`src/rtl/sys_mem_arbiter.sv`:
```
// rtl/sys_mem_arbiter.sv - round-robin N-port arbiter onto one shared word-addressed memory
module sys_mem_arbiter #(
    parameter int NUM_PORTS  = 2,
    parameter int ADDR_WIDTH = 12,
    parameter int DATA_WIDTH = 32,
    parameter int TIMEOUT    = 0
) (
    input  logic                            clk,
    input  logic                            rst,
    input  logic [NUM_PORTS-1:0]            req_strobe,
    input  logic [NUM_PORTS-1:0]            req_rw,
    input  logic [NUM_PORTS*ADDR_WIDTH-1:0] req_address,
    input  logic [NUM_PORTS*DATA_WIDTH-1:0] req_wdata,
    output logic [DATA_WIDTH-1:0]           req_rdata,
    output logic [NUM_PORTS-1:0]            req_ready,
    output logic [NUM_PORTS-1:0]            req_error,
    output logic                            mem_enable,
    output logic                            mem_read,
    output logic                            mem_write,
    output logic [ADDR_WIDTH-1:0]           mem_address,
    output logic [DATA_WIDTH-1:0]           mem_in,
    input  logic [DATA_WIDTH-1:0]           mem_out,
    input  logic                            mem_ready
);

    localparam int PW = (NUM_PORTS > 1) ? $clog2(NUM_PORTS) : 1;
    localparam int CW = (TIMEOUT > 0) ? $clog2(TIMEOUT + 1) : 1;
    localparam logic [CW-1:0] CNT_LAST  = CW'((TIMEOUT > 0) ? TIMEOUT - 1 : 0);
    localparam logic [PW-1:0] LAST_PORT = PW'(NUM_PORTS - 1);

    typedef enum logic [1:0] {IDLE, ACCESS, RESP} state_t;

    state_t                 state_q;
    state_t                 state_d;
    logic [PW-1:0]          prio_ptr;
    logic [PW-1:0]          grant_q;
    logic [PW-1:0]          pick;
    logic [PW-1:0]          idx;
    logic                   pick_valid;
    logic                   load;
    logic                   done_ok;
    logic                   done_err;
    logic                   rw_q;
    logic [ADDR_WIDTH-1:0]  addr_q;
    logic [DATA_WIDTH-1:0]  wdata_q;
    logic [DATA_WIDTH-1:0]  rdata_q;
    logic [CW-1:0]          cnt_q;
    logic [NUM_PORTS-1:0]   ready_q;
    logic [NUM_PORTS-1:0]   error_q;

    // Scan ports starting at prio_ptr, wrapping by compare so any port count works.
    always_comb begin
        pick       = prio_ptr;
        pick_valid = 1'b0;
        idx        = prio_ptr;
        for (int i = 0; i < NUM_PORTS; i++) begin
            if (!pick_valid && req_strobe[idx]) begin
                pick       = idx;
                pick_valid = 1'b1;
            end
            idx = (idx == LAST_PORT) ? '0 : idx + 1'b1;
        end
    end

    always_ff @(posedge clk) begin
        if (rst) begin
            state_q <= IDLE;
        end else begin
            state_q <= state_d;
        end
    end

    always_comb begin
        state_d  = state_q;
        load     = 1'b0;
        done_ok  = 1'b0;
        done_err = 1'b0;
        case (state_q)
            IDLE: begin
                if (pick_valid) begin
                    state_d = ACCESS;
                    load    = 1'b1;
                end
            end
            ACCESS: begin
                // A late mem_ready on the boundary cycle still wins over the timeout.
                if (mem_ready) begin
                    state_d = RESP;
                    done_ok = 1'b1;
                end else if ((TIMEOUT != 0) && (cnt_q == CNT_LAST)) begin
                    state_d  = RESP;
                    done_err = 1'b1;
                end
            end
            RESP:    state_d = IDLE;
            default: state_d = IDLE;
        endcase
    end

    always_ff @(posedge clk) begin
        if (rst) begin
            prio_ptr <= '0;
            grant_q  <= '0;
            rw_q     <= 1'b0;
            addr_q   <= '0;
            wdata_q  <= '0;
            rdata_q  <= '0;
            cnt_q    <= '0;
            ready_q  <= '0;
            error_q  <= '0;
        end else begin
            ready_q <= '0;
            error_q <= '0;
            if (load) begin
                grant_q <= pick;
                rw_q    <= req_rw[pick];
                addr_q  <= req_address[pick*ADDR_WIDTH +: ADDR_WIDTH];
                wdata_q <= req_wdata[pick*DATA_WIDTH +: DATA_WIDTH];
                cnt_q   <= '0;
            end
            if ((state_q == ACCESS) && !done_ok && !done_err) begin
                cnt_q <= cnt_q + 1'b1;
            end
            if (done_ok && rw_q) begin
                rdata_q <= mem_out;
            end
            if (done_ok) begin
                ready_q[grant_q] <= 1'b1;
            end
            if (done_err) begin
                error_q[grant_q] <= 1'b1;
            end
            if (state_q == RESP) begin
                prio_ptr <= (grant_q == LAST_PORT) ? '0 : grant_q + 1'b1;
            end
        end
    end

    assign mem_enable  = (state_q == ACCESS);
    assign mem_read    = mem_enable & rw_q;
    assign mem_write   = mem_enable & ~rw_q;
    assign mem_address = addr_q;
    assign mem_in      = wdata_q;
    assign req_rdata   = rdata_q;
    assign req_ready   = ready_q;
    assign req_error   = error_q;

endmodule

```
`config.mk`:
```
export PLATFORM = sky130hd
export DESIGN_NAME = sys_mem_arbiter
export DESIGN_NICKNAME = d
export VERILOG_FILES = /design/src/rtl/sys_mem_arbiter.sv
export SDC_FILE = /design/constraint.sdc
export NUM_CORES = 1
export LEC_CHECK = 0
export CAP_MARGIN = 20
export CORE_MARGIN = 2
export CORE_UTILIZATION = 43
export CTS_BUF_LIST = sky130_fd_sc_hd__clkbuf_4
export DETAILED_ROUTE_END_ITERATION = 16
export GPL_TIMING_DRIVEN = 0
export PLACE_DENSITY = 0.88
export SLEW_MARGIN = 20
export SYNTH_ARGS = -nofsm -noshare
export SYNTH_HDL_FRONTEND = slang
export SYNTH_SLANG_ARGS = --single-unit
```
`constraint.sdc`:
```
create_clock -name clk -period 3.6 [get_ports clk]
set_input_delay 0.36 -clock clk [delete_from_list [all_inputs] [get_ports clk]]
set_output_delay 0.36 -clock clk [all_outputs]
set_load 0.01 [all_outputs]
```
Word-level counts from Yosys, hierarchy flattened
Cells that the tools add are included.
{ "op_classes": {"add_sub_neg": 2, "multipliers": 1, "magnitude_cmp": 5, "eq_ne": 4, "n_shift": 2, "muxes": 20, "n_bitwise": 4, "n_reduce_logical": 7} }
{ "ops": {"columns": ["op", "count"], "rows": [
  ["$shiftx 64x7->32", 1],
  ["$shiftx 24x6->12", 1],
  ["$mux 1", 16],
  ["$lt 1x2->1 const B", 4],
  ["$mux 2", 2],
  ["$pmux 2 s2", 1],
  ["$logic_and 1x1->1", 3],
  ["$mul 1x2->3 const B", 1],
  ["$add 1x1->1 const B", 2],
  ["$and 1x1->1", 2],
  ["$eq 2x1->1 const B", 1],
  ["$eq 2x2->1 const B", 1],
  ["$logic_not 2->1", 1],
  ["$ne 2x1->1 const B", 1],
  ["$ne 2x2->1 const B", 1],
  ["$not 1->1", 2],
  ["$reduce_and 2->1", 1],
  ["$reduce_or 2->1", 1],
  ["$demux 1 s1", 1],
  ["$ge 1x1->1 const B", 1],
  ["$logic_not 1->1", 1]
]} }
{ "word_totals": {"ff_bits": 83, "output_inout_bits": 83} }

Logic depth before layout (Yosys ltp)
{ "depth": {"ltp_word": 8, "depth_mapped": 5} }

Least setup slack after synthesis
OpenSTA, ideal clock, no wires.
{ "synth_timing": {"path_kind": "reg2reg", "from": "register state_q[1]", "to": "register addr_q[0] (netlist: mem_address[0])", "setup_ns": 0.133, "arrival_ns": 1.245, "t_required_ns": 3.467, "slack_ns": 2.222, "stages_incl_launch_ff": 6, "path_buffers": 2, "synth_period_minus_slack_ns": 1.378, "path_cell_list": "dfxtp_1 -> or2_1 -> buf_6 -> buf_4 -> a2111oi_0 -> nor4_1"} }
{ "synth_via": {"elab_chain_cells": 2} }
{ "synth_rtl": {"columns": ["element", "line_no", "source"], "rows": [
  ["from (decl)", "33", "state_t state_q;"],
  ["from (signal assigned)", "69", "state_q <= state_d;"],
  ["$logic_not 2->1", "78", "case (state_q)"],
  ["$mux 1", "78", null],
  ["to (signal assigned)", "117", "addr_q <= req_address[pick*ADDR_WIDTH +: ADDR_WIDTH];"],
  ["to (decl)", "44", "logic [ADDR_WIDTH-1:0] addr_q;"]
]} }
No other way between the ends.
A chain may end at the register's enable or synchronous reset.

Worst setup path after layout
{ "layout_timing": {"from": "register state_q[0]", "to": "output port mem_write"} }
{ "layout_via": {"elab_chain_cells": 2} }
{ "layout_rtl": {"columns": ["element", "line_no", "source"], "rows": [
  ["$eq 2x1->1", "139", "assign mem_enable = (state_q == ACCESS);"],
  ["$and 1x1->1", "141", "assign mem_write = mem_enable & ~rw_q;"],
  ["to (decl)", "19", "output logic mem_write,"]
]} }
No other way between the ends.

==> reports/metrics.yaml <==
run_status:
  status: "finished clean"
timing:
  fmax_mhz: 473.4
  setup_viol: 0
  rsz0062_at_grt: "no"
  clock_skew_ns: 0.01627
  layout_min_cycle_time_ns: 2.112
  fin_crit_sh: 0.5867
  fin_tns_setup_ns: 0
  hold_viol: 0
  final_max_slew_viol_count: 0
  slew_headroom: 0.6463
  worst_slack_ns: 1.488
  worstMarginPinSlew_ns: 0.5172
clock_network:
  clk_pin_slew_worst_paths_ns: 0.13
  cts_buffer_depth: 2
  ctsResizeCount: 0
  holdBufCountCts: 0
  insertion_delay_ns: 0.44
  cts_tree: "yes"
  cts_buffers: 9
  ctsRootBufferMaster: "clkbuf_4"
  cts_sinks: 83
  post-cts-setup-buffers: 0
  h-tree-depth: 3
final_layout:
  nets: 795
  fin_area_mm2: 0.006213
  num_antenna_cells: 0
  final_core_util: 0.7125
  drive_gt1_frac: 0.05646
  syn2layout_area_growth_pct: 61.18
place:
  hpwl_mm: 10.44
  gp_congestion: 0.8809
  post-place-ws_ns: 1.506
  place_area_mm2: 0.006056
  portBuffers: 206
logic_synthesis:
  yosysMostFrequentCell: "dfxtp_1"
  ys_ff_latch: 83
  synth_edf_count: 0
  syn_area_mm2: 0.003855
  yosysTopAreaCellShare: 0.4310
  synth_seq_area_share: 0.4310
  ys_top_cells_by_count: "dfxtp_1 (83), a21oi_1 (80), a2111oi_0 (70)"
  syn_inst: 450
  synth_cell_type_count: 27
  synth_top_flop_cell: "dfxtp_1"
  synth_area_leaders: "dfxtp_1 (43%), a2111oi_0 (16%), a21oi_1 (10%)"
  async_reset_ff_frac: 0
  synth_top_area_cell: "dfxtp_1"
  postSynthAreaPerCell_um2: 8.567
  ys_warn_count: 0
min_path:
  timing.hold.worst_path_depth: 3
  min_to: "req_rdata[26]$_SDFFE_PP0P_"
  hold_path_class: "in2reg"
  hold_path.startpoint: "mem_out[26]"
detailed_routing:
  wl_mm: 14.16
  post_drt_wl_per_cell_um: 18.13
  vias: 4671
  drtIter0Drc: 260
  dr.pass1.iters: 5
  drc: 0
  viasPerCell: 5.981
  drtAntennaViolNets: 0
global_routing:
  grt_pass1_wl_mm: 22.55
  grt_max_degree: 15
  grt.total_usage: 0.2824
  grt.overflow.total: 0
  grt_pass1_vias: 4551
  antenna_found_initial: 0
job:
  max_cap_violations: 0
power_and_ir_drop:
  ir_drop_uv: 218.4
  p_leak_nw: 2.012
  p_per_area_mw_per_mm2: 365.5
setup_path:
  worstSetupStartpoint: "state_q[0]$_SDFFE_PP0P_"
  rr_worst_depth: 5
  worst-path-max-fanout: 7
  r2r-start: "state_q[1]$_SDFFE_PP0P_"
  critPathKind: "reg2out"
  startpoint_type: "register"
  required_ns: 3.24
  worst_r2r_endpoint: "mem_in[3]$_SDFFE_PP0P_"
  critPathArrivalTime_ns: 1.75
  setup.worst_path.end_class: "output port"
  ff2ff_setup_slack_ns: 1.91
die:
  core_area_mm2: 0.008721
  rows: 34
  start_util: 0.4420
  ioPinCount: 210
  dieHeight_um: 98.69
  dieArea_mm2: 0.009739
  die_x_um: 98.69
[through the flow]
stage / hold slack, ns / std cells / power, mW
2_1_floorplan: 0.4147 / 451 / 1.308
3_3_place_gp: 0.4419 / 765 / 1.648
3_5_place_dp: 0.4498 / 765 / 1.660
4_1_cts: 0.4515 / 781 / 2.273
5_1_grt: 0.4526 / 781 / 2.376
6_report: 0.4647 / 781 / 2.271
[kinds of logic after synthesis]
logic type / after synthesis / synth area share
AO/OA/AOI/OAI: 173 / 0.3194
buffers and inverters: 69 / 0.08763
flip-flops: 83 / 0.4310
other: 1 / 0.0009728
AND/OR/NAND/NOR: 124 / 0.1610
[power breakdown]
group / switching, mW / internal, mW / leakage (nW) / total, mW
clock: 0.339 / 0.281 / 0.0858 / 0.620
sequential: 0.0414 / 0.988 / 0.682 / 1.03
combinational: 0.286 / 0.335 / 1.24 / 0.621
total: 0.666 / 1.60 / 2.01 / 2.27
[cell usage in the layout (no fill, tap or decap), drive strengths merged]
cell type	Yosys	final
nor4	45	45
dfxtp	83	83
nor2b	2	2
clkbuf	42	51
nand2	65	65
clkinv	1	4
nor2	2	2
bufinv	0	2
and3b	1	1
or2	2	2
or3	1	1
clkdlybuf4s50	0	206
and2b	1	1
a21oi	80	80
nand2b	1	1
conb	1	2
buf	23	23
and2	2	2
a2111oi	90	90
o21ai	2	2
o211ai	1	1
and4b	1	1
inv	3	5
nand4b	1	1
[critical path, cell delays in order, from the launching register on]
cell and delay [ns]:
dfxtp_1 0.43, and2b_2 0.21, nor2b_1 0.13, clkdlybuf4s50_1 0.55
[cell type report]
| type | count | area (um^2) |
|---|---|---|
| multi-input combinational | 299 | 1859 |
| inverter | 4 | 15.01 |
| fill | 674 | 2507 |
| buffer | 65 | 322.8 |
| clock buffer | 9 | 67.56 |
| timing repair buffer | 206 | 2062 |
| clock inverter | 7 | 90.09 |
| tap | 108 | 135.1 |
| sequential | 83 | 1662 |
[worst max-delay path by stage]
stage                                              to  cells after the start
after floorplan           mem_address[0]$_SDFFE_PP0P_                      5
after global placement        mem_in[26]$_SDFFE_PP0P_                      5
after detailed placement      mem_in[24]$_SDFFE_PP0P_                      6
after CTS                                   mem_write                      3
after global routing                        mem_write                      3
final                                       mem_write                      3
[metal layers]
layer,wire (um),global-route usage
met1,5688,0.3489
met2,6922,0.4825
met3,1215,0.06667
met4,330,0.1001
met5,0,0
[state kept, by name (all words and copies together), names as in the netlist]
register	cells
mem_in	32
req_rdata	32
mem_address	12
req_ready	2
state_q	2
grant_q	1
prio_ptr	1
rw_q	1
Power figures use the tool's default switching activity.
